`src/rtl/sdpram_pkg.sv`:
```
// Shared definitions for the byte-enable simple dual-port RAM family.
package sdpram_pkg;

  localparam int unsigned MIN_READ_LATENCY = 1;
  localparam int unsigned MAX_READ_LATENCY = 3;

  // Number of independently writable lanes in a word.
  function automatic int unsigned num_bytes(input int unsigned data_width,
                                            input int unsigned byte_width);
    return data_width / byte_width;
  endfunction

endpackage

```
`src/rtl/sdpram_byte_merge.sv`:
```
// Combinational per-byte merge: lanes with i_we set take i_new_word,
// all other lanes pass i_old_word through unchanged.
module sdpram_byte_merge
  import sdpram_pkg::*;
#(
  parameter int unsigned DATA_WIDTH = 32,
  parameter int unsigned BYTE_WIDTH = 8
) (
  input  logic [DATA_WIDTH-1:0]            i_old_word,
  input  logic [DATA_WIDTH-1:0]            i_new_word,
  input  logic [DATA_WIDTH/BYTE_WIDTH-1:0] i_we,
  output logic [DATA_WIDTH-1:0]            o_merged
);

  localparam int unsigned NUM_BYTES = num_bytes(DATA_WIDTH, BYTE_WIDTH);

  // Start from the old word and overlay each enabled lane.
  always_comb begin
    o_merged = i_old_word;
    for (int unsigned i = 0; i < NUM_BYTES; i++) begin
      if (i_we[i]) begin
        o_merged[i*BYTE_WIDTH +: BYTE_WIDTH] = i_new_word[i*BYTE_WIDTH +: BYTE_WIDTH];
      end
    end
  end

endmodule

```
`src/rtl/sdpram_be_pipe.sv`:
```
// Simple dual-port RAM: one byte-enabled write port, one read port with a
// registered read pipeline of READ_LATENCY stages, selectable
// read-during-write behaviour and a read-valid / collision strobe.
module sdpram_be_pipe
  import sdpram_pkg::*;
#(
  parameter int unsigned DATA_WIDTH    = 32,
  parameter int unsigned BYTE_WIDTH    = 8,
  parameter int unsigned ADDR_WIDTH    = 4,
  parameter int unsigned READ_LATENCY  = 1,
  parameter bit          RDW_NEW_DATA  = 1'b0,
  parameter bit          CLEAR_ON_IDLE = 1'b1
) (
  input  logic                            clk,
  input  logic                            resetn,
  input  logic [ADDR_WIDTH-1:0]           addra,
  input  logic [DATA_WIDTH-1:0]           dina,
  input  logic [DATA_WIDTH/BYTE_WIDTH-1:0] wea,
  input  logic                            ena,
  input  logic [ADDR_WIDTH-1:0]           addrb,
  input  logic                            enb,
  output logic [DATA_WIDTH-1:0]           doutb,
  output logic                            doutb_valid,
  output logic                            rd_collision
);

  localparam int unsigned NUM_BYTES = num_bytes(DATA_WIDTH, BYTE_WIDTH);
  localparam int unsigned DEPTH     = 2 ** ADDR_WIDTH;

  if ((DATA_WIDTH % BYTE_WIDTH) != 0 ||
      READ_LATENCY < MIN_READ_LATENCY || READ_LATENCY > MAX_READ_LATENCY) begin : g_param_check
    $fatal(1, "sdpram_be_pipe: illegal DATA_WIDTH/BYTE_WIDTH/READ_LATENCY combination");
  end

  typedef struct packed {
    logic                  valid;
    logic                  coll;
    logic [DATA_WIDTH-1:0] data;
  } rd_stage_t;

  logic [DATA_WIDTH-1:0] r_mem [DEPTH];

  logic [DATA_WIDTH-1:0] w_old_word;
  logic [DATA_WIDTH-1:0] w_rd_word;
  logic                  w_hit;
  rd_stage_t             w_stage_in [READ_LATENCY];
  rd_stage_t             w_last;

  // Byte-lane writes; storage is intentionally not reset.
  always_ff @(posedge clk) begin
    if (ena) begin
      for (int unsigned i = 0; i < NUM_BYTES; i++) begin
        if (wea[i]) begin
          r_mem[addra][i*BYTE_WIDTH +: BYTE_WIDTH] <= dina[i*BYTE_WIDTH +: BYTE_WIDTH];
        end
      end
    end
  end

  assign w_old_word = r_mem[addrb];
  assign w_hit      = ena & (|wea) & (addra == addrb);

  if (RDW_NEW_DATA) begin : g_rdw_new
    logic [NUM_BYTES-1:0] w_hit_we;
    assign w_hit_we = wea & {NUM_BYTES{w_hit}};
    sdpram_byte_merge #(
      .DATA_WIDTH (DATA_WIDTH),
      .BYTE_WIDTH (BYTE_WIDTH)
    ) u_merge (
      .i_old_word (w_old_word),
      .i_new_word (dina),
      .i_we       (w_hit_we),
      .o_merged   (w_rd_word)
    );
  end else begin : g_rdw_old
    assign w_rd_word = w_old_word;
  end

  assign w_stage_in[0] = '{valid: enb, coll: enb & w_hit, data: w_rd_word};

  for (genvar k = 0; k < READ_LATENCY; k++) begin : g_stage
    rd_stage_t r_q;

    if (k > 0) begin : g_link
      assign w_stage_in[k] = g_stage[k-1].r_q;
    end

    // Stage register: valid/coll always advance; data loads zero on idle
    // when clearing, otherwise only on a valid read so it holds last data.
    always_ff @(posedge clk or negedge resetn) begin
      if (!resetn) begin
        r_q <= '0;
      end else begin
        r_q.valid <= w_stage_in[k].valid;
        r_q.coll  <= w_stage_in[k].coll;
        if (w_stage_in[k].valid) begin
          r_q.data <= w_stage_in[k].data;
        end else if (CLEAR_ON_IDLE) begin
          r_q.data <= '0;
        end
      end
    end
  end

  assign w_last       = g_stage[READ_LATENCY-1].r_q;
  assign doutb        = (CLEAR_ON_IDLE && !w_last.valid) ? '0 : w_last.data;
  assign doutb_valid  = w_last.valid;
  assign rd_collision = w_last.valid & w_last.coll;

endmodule

```
`config.mk`:
```
export PLATFORM = sky130hd
export DESIGN_NAME = sdpram_be_pipe
export DESIGN_NICKNAME = d
export VERILOG_FILES = /design/src/rtl/sdpram_pkg.sv /design/src/rtl/sdpram_byte_merge.sv /design/src/rtl/sdpram_be_pipe.sv
export SDC_FILE = /design/constraint.sdc
export NUM_CORES = 1
export LEC_CHECK = 0
export BUFFER_PORTS_ARGS = -buffer_cell sky130_fd_sc_hd__buf_2
export CAP_MARGIN = 20
export CORE_UTILIZATION = 50
export DETAILED_ROUTE_END_ITERATION = 8
export GPL_ROUTABILITY_DRIVEN = 0
export HOLD_SLACK_MARGIN = 0.05
export PLACE_DENSITY = 0.67
export SETUP_SLACK_MARGIN = 0.05
export SLEW_MARGIN = 20
export SYNTH_ARGS = -nofsm -noshare
export SYNTH_HDL_FRONTEND = slang
export SYNTH_SLANG_ARGS = --single-unit
```
`constraint.sdc`:
```
create_clock -name clk -period 1.5 [get_ports clk]
set_input_delay 0.075 -clock clk [delete_from_list [all_inputs] [get_ports clk]]
set_output_delay 0.075 -clock clk [all_outputs]
set_load 0.01 [all_outputs]
```
Word-level counts from Yosys, hierarchy flattened
Memory sizes are Yosys's and may differ from the RTL's.
Cells that the tools add are included.

storage, ports and cells
  flip-flop bits (word level) = 34
  memory bits (writable) = 512
  bits of input ports = 48
  output and inout port bits = 34
  logic and storage cells = 24
  memories = 1

operators by class
  equal/unequal tests = 1
  mux-type cells = 14
  bitwise gates (word level) = 4
  reduce and logical (&&, ||, !) cells = 1

memory list
  memory  words  bits a word  read ports  clocked after Yosys merged registers in  wr ports  line                  source
  r_mem   16     32           1           0                                        1         sdpram_be_pipe.sv:41  logic [DATA_WIDTH-1:0] r_mem [DEPTH];

operators with widths
  operator          number
  $mux W32          2
  $mux W1           12
  $and A1 B1 Y1     4
  $eq A4 B4 Y1      1
  $reduce_or A4 Y1  1

Logic depth before layout (Yosys ltp)
Gate-level depths: netlist of the first run.

  depth in word-level cells = 4
  mapped depth = 8
  gate-level depth less buffers = 4

Worst setup path after synthesis of the first run
No wires, ideal clock.

  path kind = in2reg
  from = input addra[0]
  to = memory r_mem[13][0], enable pin
  setup time = 0.370 ns
  arrival time = 1.118 ns
  slack = 0.012 ns
  cell stages on the path = 4
  buffers on the path = 1
  cells stage by stage = clkbuf_1 nor2b_1 nand3_1 nor2_1

RTL lines
  item                line                  source
  start: declaration  sdpram_be_pipe.sv:16  input logic [ADDR_WIDTH-1:0] addra,
  end: declaration    sdpram_be_pipe.sv:41

No word-level cell before the write port.

Worst setup path in the final report of the first run
  from = register g_stage[0].r_q (netlist bit doutb_valid)
  to = output doutb[27]

on the way
  word-level cells in the longest chain between the ends = 1

ends and longest elaborated chain
  item                line                   source
  start: declaration  sdpram_be_pipe.sv:82   rd_stage_t r_q;
  $mux W32            sdpram_be_pipe.sv:106  assign doutb = (CLEAR_ON_IDLE && !w_last.valid) ? '0 : w_last.data;
  end: declaration    sdpram_be_pipe.sv:22   output logic [DATA_WIDTH-1:0] doutb,

Every way passes these cells.

==> results of run 1 <==
-- registers in the layout, summed over array words and instances (netlist names) --
signal and flops:
r_mem 512, g_stage.r_q 33, doutb_valid 1
-- cell type report --
class | instances | area, µm²
sequential | 546 | 16230
fill | 3056 | 16510
timing repair buffer | 250 | 2095
multi-input combinational | 590 | 4720
antenna | 2 | 5.005
tap | 539 | 674.4
clock buffer | 73 | 1535
clock inverter | 31 | 274.0
-- power groups by stage --
stage	combinational [mW]	sequential (mW)	clock (mW)
after global placement	1.81	17.3	0
final	1.98	17.0	13.5
after global routing	2.11	17.0	14.4
after floorplan	1.02	17.3	0
after CTS	1.95	17.0	13.7
after detailed placement	1.84	17.3	0
-- cells by family (layout without fill, tap and decap cells) --
kind of cell | after synthesis | after routing
flip-flops | 546 | 546
multiplexers | 230 | 230
AND/OR/NAND/NOR | 221 | 221
AO/OA/AOI/OAI | 135 | 135
buffers and inverters | 71 | 354
XOR/XNOR | 4 | 4
other | 0 | 2
-- routing by layer --
layer,global-route usage [%],up-vias
li1,-,5198
met1,30.42,5867
met2,38.07,382
met3,3.276,77
met4,7.835,0
met5,0,-
-- cells in the mapped netlist (all sizes together) --
master | n | area share, %
and2 | 34 | 0.99
nand3 | 39 | 0.91
clkbuf | 33 | 0.67
edfxtp | 512 | 72
a22oi | 102 | 3.6
mux4 | 26 | 2.7
buf | 38 | 1.8
nand4 | 1 | 0.029
o41ai | 1 | 0.041
xor2 | 2 | 0.082
dfrtp | 34 | 4.0
nor4 | 1 | 0.029
o21ai | 32 | 0.75
nor2b | 7 | 0.20
nand2b | 26 | 0.76
xnor2 | 2 | 0.082
nand2 | 46 | 0.81
nor2 | 67 | 1.2
mux2i | 204 | 9.5
-- final timing paths --
check,from,endpoint,cells after the start
max in group asynchronous,resetn,doutb_valid,3
min in group clk,enb,doutb_valid,2
hold reg to reg,r_mem[1][18],g_stage[0].r_q[18],4
setup reg to reg,r_mem[7][17],g_stage[0].r_q[17],4
setup / recovery,doutb_valid,doutb[27],3
hold / removal,resetn,g_stage[0].r_q[5],3
-- what timing repair did --
action	in CTS	in global routing
endpoints found under the setup margin	34	35
resized for setup	16	22
gates cloned	0	1
hold buffers	38	0
hold endpoints to repair	573	0
pin swaps	0	1
-- tightest hold or removal path: stages --
cell	delay, ps
dlygate4sd3_1	520
buf_2	90
buf_4	520
-- through the flow --
stage | TNS, ps | setup WS, ps
after floorplan | 0 | 11.60
after global placement | -482.7 | -45.20
after detailed placement | -1728 | -86.73
after CTS | -3107 | -130.6
after global routing | -4423 | -148.6
final | -3368 | -121.1
-- cells in the final DEF (no fill, tap or decap), types with 2 or more instances in the layout --
cell type | Yosys | routed
a22oi_1 | 102 | 102
and2_1 | 34 | 15
and2_4 | 0 | 18
buf_12 | 2 | 16
buf_2 | 17 | 65
buf_4 | 0 | 113
buf_6 | 8 | 16
bufinv_16 | 0 | 4
clkbuf_1 | 28 | 10
clkbuf_16 | 0 | 57
clkbuf_8 | 0 | 7
clkinv_1 | 0 | 7
clkinv_2 | 0 | 14
clkinvlp_4 | 0 | 2
dfrtp_1 | 34 | 33
diode_2 | 0 | 2
dlygate4sd3_1 | 0 | 38
edfxtp_1 | 512 | 512
inv_6 | 0 | 2
mux2i_1 | 204 | 204
mux4_2 | 26 | 26
nand2_1 | 46 | 46
nand2b_1 | 26 | 26
nand3_1 | 39 | 39
nor2_1 | 67 | 66
nor2b_1 | 7 | 4
nor2b_4 | 0 | 2
o21ai_1 | 32 | 32
xnor2_1 | 2 | 2
xor2_1 | 2 | 2
==> metrics.log, run 1 <==
[metrics] count of placed standard cells including taps: 1886
[metrics] area growth from synthesis to final layout: 19.31%
[metrics] antenna violations before repair: 2
[metrics] Antenna Violating Nets Remaining: 0
[metrics] Critical Setup Path Class: flop to output pin
[metrics] combinational family with the most area after synthesis: multiplexers
[metrics] Global Route Usage Sum: 22.66%
[metrics] net switching power: 6.885 mW
[metrics] RSZ-0062 raised after global routing: yes
[metrics] leakage component of the power: about 9.3 nW
[metrics] share of synthesized cell area in and, or, nand and nor gates: 4.912%
[metrics] setup slack of the worst register-to-register path: 140 ps
[metrics] total power divided by cell area: 1273 nW/µm²
[metrics] number of standard cells after synthesis: 1207
[metrics] largest driver fanout on the critical path: 11
[metrics] proportion of power drawn by flip-flops and latches: a little over half
[metrics] met3 routed WL: 2601 µm
[metrics] clock transition time at the flip-flop clock pins of the worst setup and hold paths: roughly 60 ps
[metrics] Tmin final: between 1500 and 2000 ps
[metrics] part of the total power dissipated in the clock network: a little over two fifths
[metrics] share of post-route cells with drive strength above 1: 23.42%
[metrics] xor-xnor portion of the synthesized cell area: less than 1%
[metrics] placed inst area: 23150 µm²
[metrics] final standard cell area without fillers: 25530 µm²
[metrics] Sw Ratio: 21.19%
[metrics] sequential share of the synthesized area: 75.83%
[metrics] Post-Layout Cell Count: 2031
[metrics] NumNets Final: 1491
[metrics] DRC violation count after routing: 0
[metrics] Setup violations, final: 33
[metrics] starting density of the core: 50.90%
[metrics] CP Launch Type: flop
[metrics] TritonCTS Buffers: 55
[metrics] mux share of post-synthesis cell area: 12.28%
[metrics] maximum single-stage delay on the critical path: 470 ps
[metrics] Final period util: 108.1%
[metrics] Chip Width: 208.9 µm
[metrics] maximum achievable frequency: 616.8 MHz
[metrics] cell type of the slowest stage on the worst timing path: dfrtp_2
[metrics] routed length on met2: 24430 µm
[metrics] netlist area before placement: 21400 µm²
[metrics] largest net degree at the start of global routing: 37
[metrics] relative max-transition margin: 55.76%
[metrics] max-cap viol count: 0
[metrics] highest ir drop seen on vdd: around 1000 µV
[metrics] core region area: 42040 µm²
[metrics] classification of the worst-slack hold path: primary input to asynchronous set/reset pin
[metrics] Clock H-tree levels: 2
[metrics] data arrival time of the critical path: 1550 ps
[metrics] die area: 43620 µm²
[metrics] proportion of power drawn by combinational gates: 6.1%
[metrics] count of different cell masters after synthesis: 23
[metrics] clock insertion delay at the later pin of the skew report: 600 ps
[metrics] Synthesis Warnings: 0
[metrics] slew at the pin closest to its max-slew limit: 663.6 ps
[metrics] detail-routed via count per cell: 5.674
[metrics] number of synthesized register bits: roughly 550
[metrics] row cnt: 75
[metrics] floorplan die height: between 200 and 250 µm
[metrics] Hold Slack: 123.4 ps
[metrics] nets in the synthesized netlist: about 1.3k
[metrics] category of cells accounting for the largest share of critical-path delay: flip-flops
[metrics] global route overflow: 0
[metrics] routed len/inst: about 24 µm
[metrics] Hold Vio Cnt, Final: 0
[metrics] worst clock skew: around 16 ps
[metrics] number of buffers and inverters on the critical path: 2
[metrics] total setup buffers inserted after CTS: 0
[metrics] violated checks: setup timing
[metrics] complex-gate fraction of the synthesized area: under 10%
[metrics] TritonCTS clock tree: done
[metrics] number of I/O pins: 82
[metrics] met1 routed wirelength after detailed routing: 20680 µm
[metrics] internal power: 25.61 mW
[metrics] Worst Setup End Kind: output pin
[metrics] violation count after the first detailed-route iteration: about 920
[metrics] final cell utilization of the core: slightly above 60%
[metrics] post-detail-place hpwl: 31480 µm
[metrics] adder-cell share of the synthesized area: 0%
[metrics] cell-by-cell trace of the critical path: clkbuf_16 > and2_1 > buf_2
[metrics] buffer levels on the longest clock path: 3
[metrics] average size of a mapped cell: 17.73 µm²
[metrics] first-pass GRT wire length: 72830 µm
[metrics] minimum setup slack in the final design: -121.1 ps
[metrics] vias in the first global route: 11.79k
[metrics] number of detailed-route iterations in the first pass: 5
[metrics] buffer cell driving the clock tree root: clkbuf_16
[metrics] total routed wirelength: 49010 µm
[metrics] worst endpoint required time: 1420 ps
[metrics] total count of max-transition violations in the final report: 0
[metrics] total power: 32.50 mW
[metrics] count of vias placed by the detailed router: around 12k
[metrics] Port Buf Inserts: approximately 80
[metrics] uppermost routed layer: met4
[metrics] outcome: complete, but fails checks
[metrics] number of sinks on the clock net: 546
(Power assumes the default switching activity.)
==> run 2, diff against run 1 <==
- PLACE_DENSITY: 0.67 -> 0.63
==> metrics.log, run 2 (synthesis results as in run 1) <==
[metrics] total power divided by cell area: 1262 nW/µm² (was 1273 nW/µm²)
[metrics] relative max-transition margin: 43.94% (was 55.76%)
[metrics] post-detail-place hpwl: 31760 µm (was 31480 µm)
[metrics] met1 GRT Util: 33.34% (was 30.42%)
[metrics] max-cap viol count: 0 (unchanged)
[metrics] worst endpoint required time: 1420 ps (about the same)
[metrics] worst clock skew: 19.86 ps (was 15.79 ps)
[metrics] Hold Vio Cnt, Final: 0 (unchanged)
[metrics] global route overflow: 0 (unchanged)
[metrics] largest register by flop count: r_mem (unchanged)
[metrics] routing layer with the top usage in global route: met2 (unchanged)
[metrics] Sw Ratio: 20.85% (was 21.19%)
[metrics] outcome: complete, but fails checks (unchanged)
[metrics] violation count after the first detailed-route iteration: 967 (was 924)
[metrics] antenna violations before repair: 3 (was 2)
[metrics] Port Buf Inserts: 81 (unchanged)
[metrics] Final period util: 105.8% (was 108.1%)
[metrics] proportion of power drawn by flip-flops and latches: 52.8% (was 52.3%)
[metrics] Global Route Usage Sum: 23.17% (was 22.66%)
[metrics] Worst Hold Depth: 5
[metrics] most frequent standard cell in the layout excluding fill and tap cells: edfxtp_1 (unchanged)
[metrics] slew at the pin closest to its max-slew limit: 830.1 ps (was 663.6 ps)
[metrics] number of detailed-route iterations in the first pass: 5 (unchanged)
[metrics] count of vias placed by the detailed router: 11.57k (was 11.52k)
[metrics] GRT met2 Usage: 36.78% (was 38.07%)
[metrics] detail-routed via count per cell: 5.677 (was 5.674)
[metrics] row cnt: 75 (unchanged)
[metrics] TritonCTS Buffers: 53 (was 55)
[metrics] worst flop-to-flop path startpoint: r_mem[7][23] (was r_mem[7][17])
[metrics] vias in the first global route: 11.82k (was 11.79k)
[metrics] Chip Width: 208.9 µm (unchanged)
[metrics] part of the total power dissipated in the clock network: 41.1% (was 41.6%)
[metrics] net switching power: 6.714 mW (was 6.885 mW)
[metrics] total routed wirelength: 49890 µm (was 49010 µm)
[metrics] number of flip-flops under the largest register name: 512 (unchanged)
[metrics] die area: 43620 µm² (unchanged)
[metrics] Antenna Violating Nets Remaining: 0 (unchanged)
[metrics] Worst Setup End Kind: output pin (unchanged)
[metrics] highest ir drop seen on vdd: 1071 µV (was 997.7 µV)
[metrics] HP Start: addrb[1]
[metrics] DRC violation count after routing: 0 (unchanged)
[metrics] total power: 32.19 mW (was 32.50 mW)
[metrics] number of I/O pins: 82 (unchanged)
[metrics] violated checks: setup timing (unchanged)
[metrics] hold worst-path end: g_stage[0].r_q[9]
[metrics] Setup violations, final: 33 (unchanged)
[metrics] largest net degree at the start of global routing: 35 (was 37)
[metrics] data arrival time of the critical path: 1510 ps (was 1550 ps)
[metrics] commonest cells after routing, fill and taps aside: 512 x edfxtp_1, 204 x mux2i_1, 121 x buf_4 (was 512 x edfxtp_1, 204 x mux2i_1, 113 x buf_4)
[metrics] number of cells traversed by the worst register-to-register path: 4 (unchanged)
[metrics] count of placed standard cells including taps: 1894 (was 1886)
[metrics] RSZ-0062 raised after global routing: yes (unchanged)
[metrics] total count of max-transition violations in the final report: 0 (unchanged)
[metrics] minimum setup slack in the final design: -86.65 ps (was -121.1 ps)
[metrics] total setup buffers inserted after CTS: 0 (unchanged)
[metrics] first-pass GRT wire length: 74010 µm (was 72830 µm)
[metrics] starting density of the core: 50.90% (unchanged)
[metrics] critical register-to-register path endpoint: g_stage[0].r_q[23] (was g_stage[0].r_q[17])
[metrics] final cell utilization of the core: 60.66% (was 60.73%)
[metrics] Post-Layout Cell Count: 2038 (was 2031)
[metrics] buffer levels on the longest clock path: 3 (unchanged)
[metrics] Tmin final: 1587 ps (was 1621 ps)
[metrics] area growth from synthesis to final layout: 19.19% (was 19.31%)
[metrics] floorplan die height: 208.9 µm (unchanged)
[metrics] TritonCTS clock tree: done (unchanged)
[metrics] number of sinks on the clock net: 546 (unchanged)
[metrics] largest driver fanout on the critical path: 18 (was 11)
[metrics] buffer cell driving the clock tree root: clkbuf_16 (unchanged)
[metrics] NumNets Final: 1500 (was 1491)
[metrics] Critical Setup Path Class: flop to output pin (unchanged)
[metrics] share of post-route cells with drive strength above 1: 23.11% (was 23.42%)
[metrics] area occupied by multi-input gates: 4727 µm² (was 4720 µm²)
[metrics] routed len/inst: 24.48 µm (was 24.13 µm)
[metrics] CP Launch Type: flop (unchanged)
[metrics] sequential cell area: 16230 µm² (unchanged)
[metrics] layout filler cell count: 3190 (was 3056)
[metrics] clock transition time at the flip-flop clock pins of the worst setup and hold paths: 60 ps (about the same)
[metrics] internal power: 25.48 mW (was 25.61 mW)
[metrics] leakage component of the power: 9.313 nW (was 9.341 nW)
[metrics] setup slack of the worst register-to-register path: 150 ps (was 140 ps)
[metrics] core region area: 42040 µm² (unchanged)
[metrics] classification of the worst-slack hold path: primary input to flop (was primary input to asynchronous set/reset pin)
[metrics] maximum achievable frequency: 630.3 MHz (was 616.8 MHz)
[metrics] clock insertion delay at the later pin of the skew report: 600 ps (about the same)
[metrics] Clock H-tree levels: 2 (unchanged)
[metrics] proportion of power drawn by combinational gates: 6.1% (about the same)
[metrics] met3 Usage GRT: 3.742% (was 3.276%)
-- run 2: cell types whose count changed in the layout (fill, tap and decap cells not counted), moves of 4 or more --
cell           previous run  this run
and2_1                   15        26
and2_4                   18         7
buf_2                    65        72
buf_4                   113       121
buf_6                    16         9
clkinv_1                  7        11
clkinv_2                 14         7
dlygate4sd3_1            38        42
nor2b_1                   4         0
-- run 2: area by class of cell --
type                    instances  share of cell area, %
multi-input cells             590                  18.54
diodes                          2                0.01963
repair buffers                261                  8.287
flip-flops and latches        546                  63.63
well taps                     539                  2.644
clock buffers                  74                  5.991
clock inverters                26                 0.8929
-- run 2: what timing repair did --
item / 4_1_cts / 5_1_grt
gates resized for setup: 12 / 20
setup endpoints to repair: 34 / 312
hold buffers: 42 / 0
pin swaps: 0 / 1
endpoints found under the hold margin: 551 / 0
-- run 2: through the flow --
stage	TNS (ps)	setup slack [ps]	hold WS (ps)	cell area, µm²
final	-1720	-86.65	91.44	25500
after global routing	-2836	-119.5	113.5	25500
after CTS	-2833	-113.9	67.97	25420
after detailed placement	-969.5	-56.80	80.09	23200
after global placement	-1408	-79.54	78.94	23200
after floorplan	0	11.60	-220.6	21400
-- run 2: per-layer routing --
layer | wire length, µm | share of wire (%)
met1 | 22000 | 44
met2 | 23840 | 48
met3 | 3164 | 6.3
met4 | 864 | 1.7
met5 | 13 | 0.026
-- run 2: worst max path at each step --
stage           startpoint            end
4_1_cts        doutb_valid      doutb[23]
5_1_grt        doutb_valid      doutb[23]
6_report       doutb_valid      doutb[23]
3_3_place_gp      addra[3]  r_mem[11][13]
2_1_floorplan     addra[0]   r_mem[13][0]
3_5_place_dp      addra[3]  r_mem[11][14]
-- run 2: power groups by stage --
stage	Sequential, mW	Clock [mW]	Combinational (mW)
after detailed placement	17.3	0	1.86
final	17.0	13.2	1.97
after floorplan	17.3	0	1.02
after global placement	17.3	0	1.83
after global routing	17.0	14.0	2.11
after CTS	17.0	13.4	1.97
-- run 2: critical path, cell delays in order (launching register included) --
cell	delay, ps
dfrtp_2	440
buf_12	170
and2_1	150
buf_2	140
==> run 3, diff against run 2 <==
- BUFFER_PORTS_ARGS: -buffer_cell sky130_fd_sc_hd__buf_2 -> not set
- DONT_BUFFER_PORTS: not set -> 1
- PLACE_DENSITY: 0.63 -> 0.64
- clock period: 1.5 -> 1.3 ns (I/O delays scaled with it)
==> metrics.log, run 3 (synthesis results as in run 1) <==
[metrics] Global Route Usage Sum: 21.48% (was 23.17%)
[metrics] total routed wirelength: 45830 µm (was 49890 µm)
[metrics] max-cap viol count: 0 (unchanged)
[metrics] cell type of the slowest stage on the worst timing path: dfrtp_1 (was dfrtp_2)
[metrics] Final period util: 113.8%
[metrics] largest net degree at the start of global routing: 232 (was 35)
[metrics] total negative slack for setup checks: -5326 ps (was -1720 ps)
[metrics] Hold Vio Cnt, Final: 31 (was 0)
[metrics] number of flip-flops under the largest register name: 512 (unchanged)
[metrics] maximum achievable frequency: about 680 MHz
[metrics] total power: 36.27 mW (was 32.19 mW)
[metrics] largest driver fanout on the critical path: 34 (was 18)
[metrics] detail-routed via count per cell: 5.740 (was 5.677)
[metrics] proportion of power drawn by combinational gates: 5.1% (was 6.1%)
[metrics] TritonCTS clock tree: done (unchanged)
[metrics] clock transition time at the flip-flop clock pins of the worst setup and hold paths: 60 ps (about the same)
[metrics] commonest cells after routing, fill and taps aside: 512 x edfxtp_1, 204 x mux2i_1, 102 x a22oi_1 (was 512 x edfxtp_1, 204 x mux2i_1, 121 x buf_4)
[metrics] number of sinks on the clock net: 546 (unchanged)
[metrics] floorplan die height: 208.9 µm (unchanged)
[metrics] met1 GRT Util: 30.15% (was 33.34%)
[metrics] count of placed standard cells including taps: 1760 (was 1894)
[metrics] total power divided by cell area: 1420 nW/µm² (was 1262 nW/µm²)
[metrics] number of detailed-route iterations in the first pass: 5 (unchanged)
[metrics] starting density of the core: 50.90% (unchanged)
[metrics] DRC violation count after routing: 0 (unchanged)
[metrics] relative max-transition margin: 52.40% (was 43.94%)
[metrics] first-pass GRT wire length: 68970 µm (was 74010 µm)
[metrics] cell-by-cell trace of the critical path: buf_12 > and2_1 (was buf_12 > and2_1 > buf_2)
[metrics] vias in the first global route: 11.19k (was 11.82k)
[metrics] maximum single-stage delay on the critical path: 370 ps (was 440 ps)
[metrics] Antenna Violating Nets Remaining: 0 (unchanged)
[metrics] highest ir drop seen on vdd: 1114 µV (was 1071 µV)
[metrics] met3 Usage GRT: 3.186% (was 3.742%)
[metrics] net switching power: 7.390 mW (was 6.714 mW)
[metrics] Hold Slack: -343.9 ps (was 91.44 ps)
[metrics] post-detail-place hpwl: 26120 µm (was 31760 µm)
[metrics] NumNets Final: 1374 (was 1500)
[metrics] share of post-route cells with drive strength above 1: 22.85% (was 23.11%)
[metrics] total count of max-transition violations in the final report: 0 (unchanged)
[metrics] Port Buf Inserts: 0 (was 81)
[metrics] most frequent standard cell in the layout excluding fill and tap cells: edfxtp_1 (unchanged)
[metrics] layout filler cell count: 3061 (was 3190)
[metrics] slew at the pin closest to its max-slew limit: 714.0 ps (was 830.1 ps)
[metrics] row cnt: 75 (unchanged)
[metrics] data arrival time of the critical path: 1410 ps (was 1510 ps)
[metrics] worst clock skew: 16.40 ps (was 19.86 ps)
[metrics] buffer cell driving the clock tree root: clkbuf_16 (unchanged)
[metrics] Sw Ratio: 20.38% (was 20.85%)
[metrics] internal power: 28.88 mW (was 25.48 mW)
[metrics] routed len/inst: 24.01 µm (was 24.48 µm)
[metrics] number of I/O pins: 82 (unchanged)
[metrics] violation count after the first detailed-route iteration: 958 (was 967)
[metrics] global route overflow: 0 (unchanged)
[metrics] category of cells accounting for the largest share of critical-path delay: flip-flops (unchanged)
[metrics] buffer levels on the longest clock path: 3 (unchanged)
[metrics] Setup violations, final: 33 (unchanged)
[metrics] die area: 43620 µm² (unchanged)
[metrics] largest register by flop count: r_mem (unchanged)
[metrics] outcome: complete, but fails checks (unchanged)
[metrics] antenna violations before repair: 0 (was 3)
[metrics] RSZ-0062 raised after global routing: yes (unchanged)
[metrics] Post-Layout Cell Count: 1909 (was 2038)
[metrics] violated checks: hold timing, setup timing (was setup timing)
[metrics] final cell utilization of the core: 60.76% (was 60.66%)
[metrics] clock insertion delay at the later pin of the skew report: 590 ps (was 600 ps)
[metrics] worst endpoint required time: 1240 ps (was 1420 ps)
[metrics] part of the total power dissipated in the clock network: 40.8% (was 41.1%)
[metrics] Critical Setup Path Class: flop to output pin (unchanged)
[metrics] area growth from synthesis to final layout: 19.38% (was 19.19%)
[metrics] count of vias placed by the detailed router: 10.96k (was 11.57k)
[metrics] Diodes inserted: 0 (was 2)
[metrics] Chip Width: 208.9 µm (unchanged)
[metrics] leakage component of the power: 8.971 nW (was 9.313 nW)
[metrics] number of buffers and inverters on the critical path: 1 (was 2)
[metrics] Worst Setup End Kind: output pin (unchanged)
[metrics] proportion of power drawn by flip-flops and latches: 54.0% (was 52.8%)
[metrics] routing layer with the top usage in global route: met2 (unchanged)
[metrics] total setup buffers inserted after CTS: 0 (unchanged)
[metrics] TritonCTS Buffers: 54 (was 53)
[metrics] minimum setup slack in the final design: -179.9 ps (was -86.65 ps)
[metrics] Clock H-tree levels: 2 (unchanged)
[metrics] classification of the worst-slack hold path: primary input to flop (unchanged)
[metrics] GRT met2 Usage: 34.86% (was 36.78%)
[metrics] Tmin final: around 1500 ps
[metrics] core region area: 42040 µm² (unchanged)
[metrics] CP Launch Type: flop (unchanged)
## run 3: cell types whose count changed in the layout (fill, tap and decap cells not counted), sizes merged
cell	delta
dlygate4sd3	+6
diode	-2
bufinv	-1
clkinvlp	-2
buf	-132
clkbuf	-6
clkinv	+8
## run 3: power groups by stage
stage,combinational (mW),sequential (mW),clock [mW]
after floorplan,1.20,19.9,0
after global placement,1.33,20.0,0
after detailed placement,1.34,20.0,0
after CTS,1.79,19.6,15.1
after global routing,2.01,19.6,15.8
final,1.87,19.6,14.8
## run 3: worst paths after layout
path / start / to / slack (ps) / cells past startpoint
setup / recovery: doutb_valid / doutb[11] / -180 / 2
hold / removal: addrb[1] / g_stage[0].r_q[3] / -340 / 3
setup reg to reg: r_mem[7][26] / g_stage[0].r_q[26] / 40 / 4
hold reg to reg: r_mem[13][23] / g_stage[0].r_q[23] / 720 / 4
max in group asynchronous: resetn / g_stage[0].r_q[21] / 520 / 3
min in group asynchronous: resetn / g_stage[0].r_q[3] / 520 / 3
## run 3: area by class of cell
| type | count | area [µm²] | share of cell area, % |
|---|---|---|---|
| clock buffer | 69 | 1469 | 5.750 |
| clock inverter | 31 | 222.7 | 0.8719 |
| multi-input combinational | 590 | 5256 | 20.58 |
| sequential | 546 | 16230 | 63.52 |
| tap | 539 | 674.4 | 2.640 |
| timing repair buffer | 134 | 1697 | 6.642 |
## run 3: routing by layer
| layer | vias up | share of wire (%) |
|---|---|---|
| met5 | - | 0 |
| met4 | 0 | 2.1 |
| met3 | 66 | 5.1 |
| met2 | 284 | 49 |
| met1 | 5646 | 44 |
| li1 | 4962 | - |
## run 3: stage by stage
stage               instance area (µm²)  setup slack (ps)
floorplan                         21530            -106.9
detailed placement                22900            -15.23
global route                      25540            -239.0
finish                            25540            -179.9
global placement                  22900            -13.19
CTS                               25310            -224.4
## run 3: timing repair
action	4_1_cts	5_1_grt
endpoints found under the hold margin	603	33
hold buffers	49	1
pin swaps	0	1
endpoints found under the setup margin	49	61
gates resized for setup	35	43
## run 3: worst reg2reg max path: cells and delay by family (launching register included)
family | cells | cell delay (ps)
mux | 1 | 470
flops | 1 | 370
simple gates | 2 | 230
compound gates | 1 | 60
